`config.mk`:
```
export PLATFORM = sky130hd
export DESIGN_NAME = pipeline_hazard_ctrl
export DESIGN_NICKNAME = d
export VERILOG_FILES = /design/src/rtl/pipeline_hazard_ctrl.sv
export SDC_FILE = /design/constraint.sdc
export NUM_CORES = 1
export LEC_CHECK = 0
export BUFFER_PORTS_ARGS = -buffer_cell sky130_fd_sc_hd__buf_2
export CAP_MARGIN = 20
export CELL_PAD_IN_SITES_DETAIL_PLACEMENT = 1
export CELL_PAD_IN_SITES_GLOBAL_PLACEMENT = 1
export CORE_MARGIN = 3
export CORE_UTILIZATION = 31
export DETAILED_ROUTE_END_ITERATION = 12
export PLACE_DENSITY = 0.87
export SLEW_MARGIN = 20
export SYNTH_ARGS = -nofsm -noshare
export SYNTH_HDL_FRONTEND = slang
export SYNTH_SLANG_ARGS = --single-unit
```
`constraint.sdc`:
```
create_clock -name clock -period 3.9 [get_ports clock]
set_input_delay 0.195 -clock clock [delete_from_list [all_inputs] [get_ports clock]]
set_output_delay 0.195 -clock clock [all_outputs]
set_load 0.02 [all_outputs]
```
`src/rtl/pipeline_hazard_ctrl.sv`:
```
// IF/ID and PC sequencing: load-use stalls, taken-branch flushes, memory-wait freezes.
// Optional HAZARD_PERF_EN adds saturating stall/flush/freeze event counters.
module pipeline_hazard_ctrl #(
    parameter int LU_STALL_CYCLES = 1,
    parameter int FLUSH_CYCLES    = 1,
    parameter int CNT_W           = 3
) (
    input  logic        clock,
    input  logic        reset,
    input  logic [4:0]  id_rs,
    input  logic [4:0]  id_rt,
    input  logic        id_uses_rt,
    input  logic        ex_mem_read,
    input  logic [4:0]  ex_rt,
    input  logic        branch_taken,
    input  logic        mem_busy,
    output logic        pc_write,
    output logic        if_id_write,
    output logic        if_id_flush,
    output logic        id_ex_bubble,
`ifdef HAZARD_PERF_EN
    output logic [31:0] stall_count,
    output logic [31:0] flush_count,
    output logic [31:0] freeze_count,
`endif
    output logic [1:0]  hz_state
);

    typedef enum logic [1:0] {
        RUN      = 2'd0,
        LU_STALL = 2'd1,
        FLUSH    = 2'd2
    } hz_state_t;

    // cnt holds the number of further cycles to spend in a state after the current one
    localparam logic [CNT_W-1:0] LU_INIT = (LU_STALL_CYCLES > 1) ? CNT_W'(LU_STALL_CYCLES - 2) : '0;
    localparam logic [CNT_W-1:0] FL_INIT = (FLUSH_CYCLES > 1) ? CNT_W'(FLUSH_CYCLES - 2) : '0;
    localparam logic [CNT_W-1:0] ONE     = CNT_W'(1);

    hz_state_t        state, state_nxt;
    logic [CNT_W-1:0] cnt, cnt_nxt;
    logic             lu;

    assign lu = ex_mem_read && (ex_rt != 5'd0) &&
                ((ex_rt == id_rs) || (id_uses_rt && (ex_rt == id_rt)));

    assign hz_state = reset ? RUN : state;

    always_comb begin
        pc_write     = 1'b1;
        if_id_write  = 1'b1;
        if_id_flush  = 1'b0;
        id_ex_bubble = 1'b0;
        state_nxt    = state;
        cnt_nxt      = cnt;
        if (reset) begin
            pc_write     = 1'b0;
            if_id_write  = 1'b0;
            if_id_flush  = 1'b1;
            id_ex_bubble = 1'b1;
            state_nxt    = RUN;
            cnt_nxt      = '0;
        end else if (mem_busy) begin
            pc_write    = 1'b0;
            if_id_write = 1'b0;
        end else if (state == FLUSH) begin
            // ID holds a flushed NOP, so a branch here cannot be real
            if_id_flush = 1'b1;
            if (cnt == '0) state_nxt = RUN;
            else           cnt_nxt   = cnt - ONE;
        end else if (branch_taken) begin
            if_id_flush = 1'b1;
            cnt_nxt     = FL_INIT;
            state_nxt   = (FLUSH_CYCLES > 1) ? FLUSH : RUN;
        end else if (state == LU_STALL || lu) begin
            pc_write     = 1'b0;
            if_id_write  = 1'b0;
            id_ex_bubble = 1'b1;
            if (state == LU_STALL) begin
                if (cnt == '0) state_nxt = RUN;
                else           cnt_nxt   = cnt - ONE;
            end else begin
                cnt_nxt   = LU_INIT;
                state_nxt = (LU_STALL_CYCLES > 1) ? LU_STALL : RUN;
            end
        end
    end

    always_ff @(posedge clock) begin
        if (reset) begin
            state <= RUN;
            cnt   <= '0;
        end else begin
            state <= state_nxt;
            cnt   <= cnt_nxt;
        end
    end

`ifdef HAZARD_PERF_EN
    always_ff @(posedge clock) begin
        if (reset) begin
            stall_count  <= '0;
            flush_count  <= '0;
            freeze_count <= '0;
        end else begin
            if (id_ex_bubble && !mem_busy && stall_count != 32'hFFFF_FFFF)
                stall_count <= stall_count + 32'd1;
            if (if_id_flush && flush_count != 32'hFFFF_FFFF)
                flush_count <= flush_count + 32'd1;
            if (mem_busy && freeze_count != 32'hFFFF_FFFF)
                freeze_count <= freeze_count + 32'd1;
        end
    end
`endif

endmodule

```
== Word-level counts from Yosys, hierarchy flattened ==
Cells that the tools add are included.
Storage, ports and cells
  output and inout bits: 6
  logic and storage cells: 42
  bits of input ports: 21
  flip-flop bits (word level): 5
Operators by class
  bitwise gates (word level): 1
  equal/unequal tests: 4
  mux-type cells: 25
  reduce and logical (&&, ||, !) cells: 9
  $add $sub $neg: 1
Operator list (count)
  2-to-1 mux 3 bit: 5
  2-to-1 mux 1 bit: 14
  2-to-1 mux 2 bit: 6
  equality test 5 bit: 2
  nonzero test 5 bit: 1
  logical AND 1 bit: 3
  logical NOT 3 bit: 1
  nonzero test 3 bit: 1
  subtractor 3 x 1 -> 3 bit (second input constant): 1
  equality test 2 x 1 -> 1 bit (second input constant): 1
  equality test 2 bit (second input constant): 1
  logical OR 1 bit: 2
  AND reduction 2 bit: 1
  NOT 1 bit: 1

== Logic depth before layout (Yosys ltp) ==
Gate-level depths: netlist of run 1.
  word-level depth: 10
  depth in mapped cells: 7
  depth with buffers taken out: 7

== Least setup slack after synthesis of run 1 ==
Ideal clock, no wire load.
  path type: input -> output
  start point: input ex_rt[1]
  end point: output pc_write
  cell stages on the path: 5
  required time: 3705 ps
  slack: 1845 ps
  buffers on the path: 1
  arrival: 1860 ps
  cell sequence: or4_1 > o21ai_2 > a211oi_1 > a2111oi_2 > buf_4
On the way
  cells in the longest elaborated chain, start to end: 10
  elaborated cells on any way between the ends: 13
  classes of those cells: eq/ne (2); mux (5); reduce/logical (6)
Ends and longest elaborated chain
  start: declaration: RTL line 14  | input logic [4:0] ex_rt,
  equality test 5 bit: RTL line 45  | ((ex_rt == id_rs) || (id_uses_rt && (ex_rt == id_rt)));
  logical AND 1 bit: RTL line 45
  logical OR 1 bit: RTL line 45
  logical AND 1 bit (*): RTL line 44  | assign lu = ex_mem_read && (ex_rt != 5'd0) &&
  logical OR 1 bit (*): RTL line 75  | end else if (state == LU_STALL || lu) begin
  2-to-1 mux 1 bit (*) (5 in a row)
  end: declaration: RTL line 17  | output logic pc_write,
Mark *: on every way between the ends. The rest lies on a longest branch, timed or not.

== Final worst setup path of run 1 ==
  start point: input ex_rt[1]
  end point: output if_id_write
On the way
  cells in the longest elaborated chain, start to end: 10
  elaborated cells on any way between the ends: 13
  classes of those cells: eq/ne (2); mux (5); reduce/logical (6)
Ends and longest elaborated chain
  equality test 5 bit: RTL line 45
  logical AND 1 bit: RTL line 45
  logical OR 1 bit: RTL line 45
  logical AND 1 bit (*): RTL line 44
  logical OR 1 bit (*): RTL line 75
  2-to-1 mux 1 bit (*): RTL line 75
  2-to-1 mux 1 bit (*): RTL line 71  | end else if (branch_taken) begin
  2-to-1 mux 1 bit (*): RTL line 66  | end else if (state == FLUSH) begin
  2-to-1 mux 1 bit (*): RTL line 63  | end else if (mem_busy) begin
  2-to-1 mux 1 bit (*): RTL line 56  | if (reset) begin
  end: declaration: RTL line 18  | output logic if_id_write,
Marks and branches as above.

==> results.json, run 1 <==
{
  "crit_fanout": 3,
  "hold_violations": 0,
  "synth_warnings": 0,
  "sw_frac_of_total_pct": 28.6,
  "clk_pin_slew_ns": 0.05,
  "grt_pass1_vias": 601,
  "p_comb_share_pct": 25.6,
  "timing.rr.end": "cnt[1]",
  "reg2reg_depth": 7,
  "maxSlewViolCount": 0,
  "p_clk_share_pct": 40.4,
  "period_share_pct": 48.5,
  "vias": 591,
  "ys_seq_elements": 5,
  "tns_ns": 0,
  "switching_power_uw": 43.1,
  "whs_endpoint": "cnt[2]",
  "synthCells": 69,
  "die_w_um": 46.7,
  "seq_area_frac_synth_pct": 19.5,
  "crit_type": "in2out",
  "cp-start-kind": "input port",
  "cts.hold.buffers_added": 0,
  "ant_nets": 0,
  "drive_gt1_share_pct": 33.0,
  "grt_pass1_wl_um": 2320,
  "root_buffer": "clkbuf_4",
  "finalSetupViolations": 0,
  "antenna_found_initial": 0,
  "status": "finished clean",
  "irDropWorstVdd_mv": 0.0755,
  "whs_ns": 0.246,
  "post_cts_buffers": 0,
  "diodes": 0,
  "r2r_setup_slack_ns": 2.23,
  "endpoint_kind": "output port",
  "synth_top_cell_by_area": "dfxtp_1",
  "final_common_cell": "buf_2",
  "mostFrequentLayoutCells": "buf_2, nor2_1, xor2_1",
  "grt-ovfl-total": 0,
  "syn_area_um2": 513,
  "final-seq-area_um2": 100,
  "first_iter_violations": 2,
  "fmax_mhz": 529,
  "worstHoldStart": "reset",
  "area_growth_pct": 32.2,
  "htreeDepth": 1,
  "finalWorstPathRequiredPeriod_ns": 1.89,
  "drc": 0,
  "leakage_nw": 0.301,
  "min_path_cells": 2,
  "routed_wl_um": 1410,
  "skew_ns": 0.00600,
  "synth.top_cell.area_share_pct": 19.5,
  "hp-class": "in2reg",
  "startpoint": "ex_rt[1]",
  "cts_buffer_depth": 2,
  "clk_latency_ns": 0.24,
  "rsz0062_at_grt": "no",
  "routedWlPerCell_um": 12.4,
  "power_uw": 151,
  "core_area_mm2": 0.00152,
  "grtUsageTotal_pct": 14.9,
  "internal_power_uw": 108,
  "worst_ep_arrival_time_ns": 1.69,
  "max_slew_margin_pct": 70.8,
  "multi_input_area_um2": 390,
  "numCtsBuffers": 3,
  "reg2reg_from": "cnt[0]",
  "vias_per_cell": 5.23,
  "synthTopCellsByArea": "dfxtp_1, xor2_1, nor2_1, nor2b_1, a211oi_1",
  "dpl.hpwl_um": 1200,
  "synth_nets": 92,
  "grt_max_degree": 13,
  "required_ns": 3.70,
  "io_pins": 27,
  "syn_avg_cell_area_um2": 7.43,
  "dr.pass1.iters": 2,
  "cap_violations": 0,
  "portBuffers": 26,
  "power_density_mw_per_mm2": 222,
  "cts_tree": "built",
  "clock-sinks": 5,
  "die_y_um": 46.7,
  "routabilityCongestion": 0.754,
  "start_util_pct": 33.7,
  "final_nets": 121,
  "fillers": 210,
  "ys_types": 28,
  "cts_resized": 0,
  "rows": 14,
  "p_seq_share_pct": 34.1,
  "die_area_mm2": 0.00218,
  "worst_slew_pin_slew_ns": 0.435
}
stage by stage:
step	worst slack, ns	instance area, um2	std cells	utilization (%)
finish	2.01	678	113	44.5
global route	1.87	678	113	44.5
CTS	1.99	678	113	44.5
detailed placement	1.99	652	109	42.8
global placement	2.02	652	109	42.8
floorplan	1.85	513	69	-
state kept, by name, summed over array words and instances, names as in the netlist:
| signal | cells |
|---|---|
| cnt | 3 |
| state | 2 |
cell usage after synthesis, drive strengths merged:
cell / count
dfxtp: 5
or3: 1
a21oi: 3
nand2b: 1
buf: 1
a211o: 1
nor4b: 1
inv: 3
nor4: 1
or2: 1
xnor2: 1
or4: 1
nor2b: 6
a211oi: 4
xor2: 9
nor2: 14
a21boi: 2
a2111oi: 2
o21bai: 1
clkbuf: 1
ha: 2
nor3: 4
o21ai: 2
a32oi: 1
nand2: 1
power groups by stage:
stage / sequential (mW) / clock [mW] / combinational [mW]
floorplan: 0.0522 / 0 / 0.0202
global placement: 0.0522 / 0 / 0.0382
detailed placement: 0.0522 / 0 / 0.0391
CTS: 0.0512 / 0.0657 / 0.0392
global route: 0.0512 / 0.0680 / 0.0428
finish: 0.0513 / 0.0608 / 0.0385
logic make-up (layout without fill, tap and decap cells):
group	after synthesis	in the layout	share of synthesized area [%]
AOI/OAI and AO/OA	16	16	23.9
xor gates and xnor gates	10	10	17.1
adders and majority gates	2	2	4.88
buffers and inverters	5	33	4.39
DFF	5	5	19.5
and+or+nand+nor	31	31	30.2
critical path, stage by stage:
cell	delay, ns
buf_2	0.12
or4_1	0.54
o21ai_2	0.18
a211oi_1	0.07
a2111oi_2	0.36
buf_2	0.23
per-layer routing:
| layer | vias up | track usage (%) | share of wire [%] |
|---|---|---|---|
| li1 | 298 | - | - |
| met4 | 0 | 4.97 | 0 |
| met5 | - | 0 | 0 |
| met1 | 269 | 15.6 | 39 |
| met2 | 24 | 28.6 | 53 |
| met3 | 0 | 3.52 | 7.9 |
how the worst max path moves through the flow:
| stage | to | slack [ns] | cells past startpoint |
|---|---|---|---|
| after global routing | id_ex_bubble | 1.87 | 7 |
| after CTS | if_id_write | 1.99 | 6 |
| final | if_id_write | 2.01 | 6 |
| after floorplan | pc_write | 1.85 | 5 |
| after detailed placement | if_id_write | 1.99 | 6 |
| after global placement | pc_write | 2.02 | 6 |
area by class of cell:
class | count | area share, %
clock buffer | 4 | 3.87
tap | 16 | 2.95
inverter | 3 | 1.66
timing repair buffer | 26 | 19.2
sequential | 5 | 14.8
multi-input combinational | 59 | 57.6
No activity file was read; power rests on OpenSTA's default activity.
==> run 2: changes to the inputs <==
--- a/config.mk
+++ b/config.mk
@@ -5,14 +5,16 @@
 export SDC_FILE = /design/constraint.sdc
 export NUM_CORES = 1
 export LEC_CHECK = 0
+export ABC_AREA = 1
 export BUFFER_PORTS_ARGS = -buffer_cell sky130_fd_sc_hd__buf_2
 export CAP_MARGIN = 20
 export CELL_PAD_IN_SITES_DETAIL_PLACEMENT = 1
 export CELL_PAD_IN_SITES_GLOBAL_PLACEMENT = 1
+export CORE_ASPECT_RATIO = 0.6
 export CORE_MARGIN = 3
-export CORE_UTILIZATION = 31
+export CORE_UTILIZATION = 25
 export DETAILED_ROUTE_END_ITERATION = 12
-export PLACE_DENSITY = 0.87
+export PLACE_DENSITY = 0.79
 export SLEW_MARGIN = 20
 export SYNTH_ARGS = -nofsm -noshare
 export SYNTH_HDL_FRONTEND = slang
==> constraint.sdc (replaced) <==
create_clock -name clock -period 1.7 [get_ports clock]
set_input_delay 0.085 -clock clock [delete_from_list [all_inputs] [get_ports clock]]
set_output_delay 0.085 -clock clock [all_outputs]
set_load 0.02 [all_outputs]
==> run 2 against run 1 <==
Effect of this change: area after synthesis increased by 12%; wire length increased by 26%; worst setup slack got worse by 1.8 ns; via count increased by 19%; clock skew decreased by 0.0056 ns; total power increased to 3.2 times the previous value; hold slack got worse by 0.080 ns; die area increased by 34%; global-route usage decreased by 0.94 points; critical path type is now reg2out; largest power group unchanged.
==> results.json, run 2 <==
{
  "path_cells": "nor2_1, nor2_1, nand2_1, o21ai_0, buf_2",
  "root_buffer": "clkbuf_8",
  "syn_avg_cell_area_um2": 5.17,
  "worst_ep_arrival_time_ns": 1.41,
  "grt_max_degree": 7,
  "final_nets": 164,
  "max_slew_margin_pct": 77.8,
  "fmax_mhz": 667,
  "diodes": 0,
  "cts.hold.buffers_added": 0,
  "finalWorstPathRequiredPeriod_ns": 1.50,
  "routed_wl_um": 1780,
  "ant_nets": 0,
  "grt-ovfl-total": 0,
  "htreeDepth": 1,
  "status": "finished clean",
  "worst_slew_pin_slew_ns": 0.331,
  "reg2reg_depth": 7,
  "top_regs": "cnt x3, state x2",
  "die_y_um": 43.1,
  "irDropWorstVdd_mv": 0.209,
  "grtUsageTotal_pct": 14.0,
  "path_buf_inv": 1,
  "reg2reg_from": "cnt[0]",
  "r2r_setup_slack_ns": 0.34,
  "ys_seq_elements": 5,
  "postPlaceCellArea_um2": 732,
  "crit_type": "reg2out",
  "synthCells": 111,
  "antenna_found_initial": 0,
  "io_pins": 27,
  "clk_latency_ns": 0.22,
  "hold_violations": 0,
  "min_path_cells": 4,
  "synth.top_cell.area_share_pct": 25.5,
  "rows": 12,
  "async_reset_ff_share_pct": 0,
  "crit_fanout": 4,
  "synthTopCellsByArea": "nand2_1, dfxtp_1, inv_1, nor2_1, ha_1",
  "path_common_cell": "nor2_1",
  "cp_top_family": "simple AND/OR/NAND/NOR gates",
  "cap_violations": 0,
  "cts_tree": "built",
  "endpoint_kind": "output port",
  "synth_nets": 134,
  "clk_pin_slew_ns": 0.04,
  "rsz0062_at_grt": "no",
  "hp-class": "in2reg",
  "maxSlewViolCount": 0,
  "synth_top_cell_by_area": "nand2_1",
  "required_ns": 1.62,
  "drive_gt1_share_pct": 25.0,
  "die_w_um": 67.9,
  "first_iter_violations": 24,
  "grt_pass1_wl_um": 3140,
  "final_common_cell": "nand2_1",
  "synth_most_common_cell": "nand2_1",
  "clock-sinks": 5,
  "path_depth": 5,
  "final_area_um2": 777,
  "routabilityCongestion": 0.813,
  "core_area_mm2": 0.00201,
  "synth_warnings": 0,
  "dpl.hpwl_um": 1560,
  "die_area_mm2": 0.00293,
  "leakage_nw": 0.493,
  "vias": 703,
  "post_cts_buffers": 0,
  "tns_ns": 0,
  "mostFrequentLayoutCells": "nand2_1, buf_2, inv_1",
  "top_register": "cnt",
  "area_growth_pct": 35.3,
  "dr.pass1.iters": 4,
  "routedWlPerCell_um": 10.6,
  "period_share_pct": 88.2,
  "drc": 0,
  "portBuffers": 26,
  "whs_endpoint": "state[1]",
  "grt_pass1_vias": 759,
  "start_util_pct": 28.5,
  "largest_register_ffs": 3,
  "vias_per_cell": 4.18,
  "cp-start-kind": "flip-flop",
  "synth_ff_type": "dfxtp_1",
  "cts_resized": 0,
  "finalSetupViolations": 0,
  "synth_edf_count": 0,
  "seq_area_frac_synth_pct": 17.4,
  "power_density_mw_per_mm2": 621,
  "slowest_stage": "dfxtp_1",
  "skew_ns": 0.000378,
  "numCtsBuffers": 3,
  "slowest_delay_ns": 0.37,
  "timing.rr.end": "cnt[2]",
  "ys_types": 18,
  "syn_area_um2": 574,
  "synth_common_cells": "nand2_1, inv_1, nor2_1, dfxtp_1, o21ai_0",
  "cts_buffer_depth": 2,
  "worstHoldStart": "reset",
  "fillers": 308
}
## run 2: changes by cell type after synthesis, moves of 4 or more
cell / previous run / this run
nand2_1: 1 / 39
inv_1: 3 / 23
xor2_1: 9 / 0
nor2b_1: 6 / 0
o21ai_0: 0 / 5
nand3_1: 0 / 4
nor2_1: 14 / 18
## run 2: layout make-up
class | count | area [um2] | area share (%)
Clock buffer | 4 | 45.0 | 5.80
Inverter | 26 | 97.6 | 12.6
Multi-Input combinational cell | 79 | 369 | 47.5
Sequential cell | 5 | 100 | 12.9
Tap cell | 28 | 35.0 | 4.51
Timing Repair Buffer | 26 | 130 | 16.7
## run 2: worst max-delay path by stage
stage | from | to
2_1_floorplan | ex_rt[2] | pc_write
3_3_place_gp | state[1] | cnt[1]
3_5_place_dp | cnt[0] | cnt[2]
4_1_cts | state[0] | id_ex_bubble
5_1_grt | state[0] | id_ex_bubble
6_report | state[0] | id_ex_bubble
## run 2: routing by layer
layer	vias up	GRT usage, %	share of wire, %
met5	-	0	0
met4	0	1.19	0
met3	0	4.76	4.3
met2	13	22.8	43
met1	303	18.3	52
li1	387	-	-
## run 2: tightest hold or removal path: cells and delay by family
| family | cells | cell delay, ns |
|---|---|---|
| AO/OA/AOI/OAI | 1 | 0.06 |
| buffers and inverters | 2 | 0.14 |
| AND/OR/NAND/NOR | 1 | 0.05 |
## run 2: kinds of logic (layout without fill, tap and decap cells)
logic type / after synthesis / in the layout / synth area share, %
compound gates: 10 / 10 / 9.58
xor+xnor: 1 / 1 / 1.53
fa+ha+maj: 2 / 2 / 4.36
buf+inv: 27 / 56 / 18.3
flops: 5 / 5 / 17.4
simple gates: 66 / 66 / 48.8
## run 2: report_power, final
part           switching, mW  internal, mW  leakage, nW
Clock                 0.0613         0.161       0.0228
Sequential           0.00312         0.123       0.0408
Combinational         0.0830        0.0515        0.430
Total                  0.147         0.335        0.493
## run 2: stage by stage
step | power (mW) | hold WS, ns | setup slack, ns | cells | util [%]
global route | 0.517 | 0.212 | 0.0613 | 168 | 38.6
CTS | 0.489 | 0.172 | 0.189 | 168 | 38.6
global placement | 0.255 | 0.385 | 0.436 | 164 | 36.4
detailed placement | 0.262 | 0.404 | 0.353 | 164 | 36.4
finish | 0.483 | 0.165 | 0.200 | 168 | 38.6
floorplan | 0.209 | 0.256 | 0.401 | 111 | -
==> run 3: changes to the inputs <==
--- a/config.mk
+++ b/config.mk
@@ -10,7 +10,6 @@
 export CAP_MARGIN = 20
 export CELL_PAD_IN_SITES_DETAIL_PLACEMENT = 1
 export CELL_PAD_IN_SITES_GLOBAL_PLACEMENT = 1
-export CORE_ASPECT_RATIO = 0.6
 export CORE_MARGIN = 3
 export CORE_UTILIZATION = 25
 export DETAILED_ROUTE_END_ITERATION = 12
==> run 3 against run 2 <==
Effect of this change: utilization down 1.9 points; hold slack worse by 0.015 ns; cell count down 0.60%; global-route usage down 1.7 points; critical endpoint unchanged; combinational power about the same; critical path type unchanged; largest power group unchanged.
==> results.json, run 3 (synthesis results as in run 2) <==
{
  "status": "finished clean",
  "clk_latency_ns": 0.24,
  "diodes": 0,
  "grt_pass1_vias": 741,
  "reg2reg_depth": 7,
  "grt_max_degree": 7,
  "clock-sinks": 5,
  "area_growth_pct": 31.8,
  "min_path_cells": 4,
  "power_uw": 399,
  "fmax_mhz": 685,
  "die_area_mm2": 0.00291,
  "leakage_nw": 0.485,
  "period_share_pct": 85.9,
  "cts.hold.buffers_added": 0,
  "power_density_mw_per_mm2": 527,
  "antenna_found_initial": 0,
  "rows": 16,
  "timing.rr.end": "cnt[2]",
  "r2r_setup_slack_ns": 0.34,
  "cap_violations": 0,
  "irDropWorstVdd_mv": 0.370,
  "core_area_mm2": 0.00206,
  "rsz0062_at_grt": "no",
  "grt-ovfl-total": 0,
  "worst_slew_pin_slew_ns": 0.283,
  "hold_violations": 0,
  "numCtsBuffers": 3,
  "whs_endpoint": "state[0]",
  "die_y_um": 53.9,
  "grt_pass1_wl_um": 2680,
  "routedWlPerCell_um": 9.72,
  "final_common_cell": "nand2_1",
  "tns_ns": 0,
  "worst_ep_arrival_time_ns": 1.38,
  "top_regs": "cnt x3, state x2",
  "vias": 727,
  "crit_fanout": 4,
  "root_buffer": "clkbuf_4",
  "die_w_um": 53.9,
  "drc": 0,
  "cts_tree": "built",
  "dpl.hpwl_um": 1460,
  "top_register": "cnt",
  "mostFrequentLayoutCells": "nand2_1, buf_2, inv_1",
  "cp-start-kind": "flip-flop",
  "largest_register_ffs": 3,
  "finalWorstPathRequiredPeriod_ns": 1.46,
  "max_slew_margin_pct": 81.1,
  "maxSlewViolCount": 0,
  "utilization_pct": 36.7,
  "start_util_pct": 27.9,
  "reg2reg_from": "cnt[0]",
  "io_pins": 27,
  "dr.pass1.iters": 4,
  "routabilityCongestion": 0.765,
  "hp-class": "in2reg",
  "routed_wl_um": 1620,
  "skew_ns": 0.00139,
  "portBuffers": 26,
  "cts_buffer_depth": 2,
  "required_ns": 1.62,
  "ant_nets": 0,
  "cts_resized": 0,
  "clk_pin_slew_ns": 0.04,
  "endpoint_kind": "output port",
  "vias_per_cell": 4.35,
  "final_nets": 164,
  "grtUsageTotal_pct": 12.3,
  "post_cts_buffers": 0,
  "finalSetupViolations": 0,
  "worstHoldStart": "reset",
  "drive_gt1_share_pct": 25.0,
  "first_iter_violations": 4,
  "crit_type": "reg2out",
  "htreeDepth": 1
}
run 3: report_power, final:
group	total (mW)	switching, mW	internal [mW]
combinational	0.133	0.0813	0.0519
clock	0.141	0.0519	0.0889
sequential	0.125	0.00279	0.122
total	0.399	0.136	0.263
run 3: per-layer routing:
layer / part of all wire [%] / vias up / track usage, %
li1: - / 390 / -
met1: 43 / 322 / 13.7
met2: 50 / 13 / 23.2
met3: 5.0 / 2 / 1.94
met4: 1.0 / 0 / 3.83
met5: 0 / - / 0
run 3: critical path: stages, from the launching register on:
cell     delay (ns)
dfxtp_1        0.36
nor2_1         0.08
nor2_1         0.24
nand2_1        0.11
o21ai_0        0.15
buf_2          0.19
run 3: per-stage QoR:
step | std cells | hold slack [ns] | setup WS, ns | area (um2)
2_1_floorplan | 111 | 0.256 | 0.401 | 574
3_3_place_gp | 163 | 0.395 | 0.453 | 731
3_5_place_dp | 163 | 0.408 | 0.364 | 731
4_1_cts | 167 | 0.148 | 0.211 | 757
5_1_grt | 167 | 0.182 | 0.108 | 757
6_report | 167 | 0.151 | 0.239 | 757
run 3: how the worst max path moves through the flow:
stage,start,endpoint,slack (ns),cells after the start
after global placement,cnt[0],cnt[2],0.45,7
after global routing,state[1],id_ex_bubble,0.11,6
after CTS,state[0],id_ex_bubble,0.21,5
final,state[0],id_ex_bubble,0.24,5
after detailed placement,cnt[0],cnt[2],0.36,7
after floorplan,ex_rt[2],pc_write,0.40,10
run 3: cell type report:
| cell class | instances | area [um2] |
|---|---|---|
| fill | 299 | 1310 |
| sequential | 5 | 100 |
| tap | 27 | 33.8 |
| clock buffer | 4 | 26.3 |
| timing repair buffer | 26 | 130 |
| inverter | 26 | 97.6 |
| multi-input combinational | 79 | 369 |
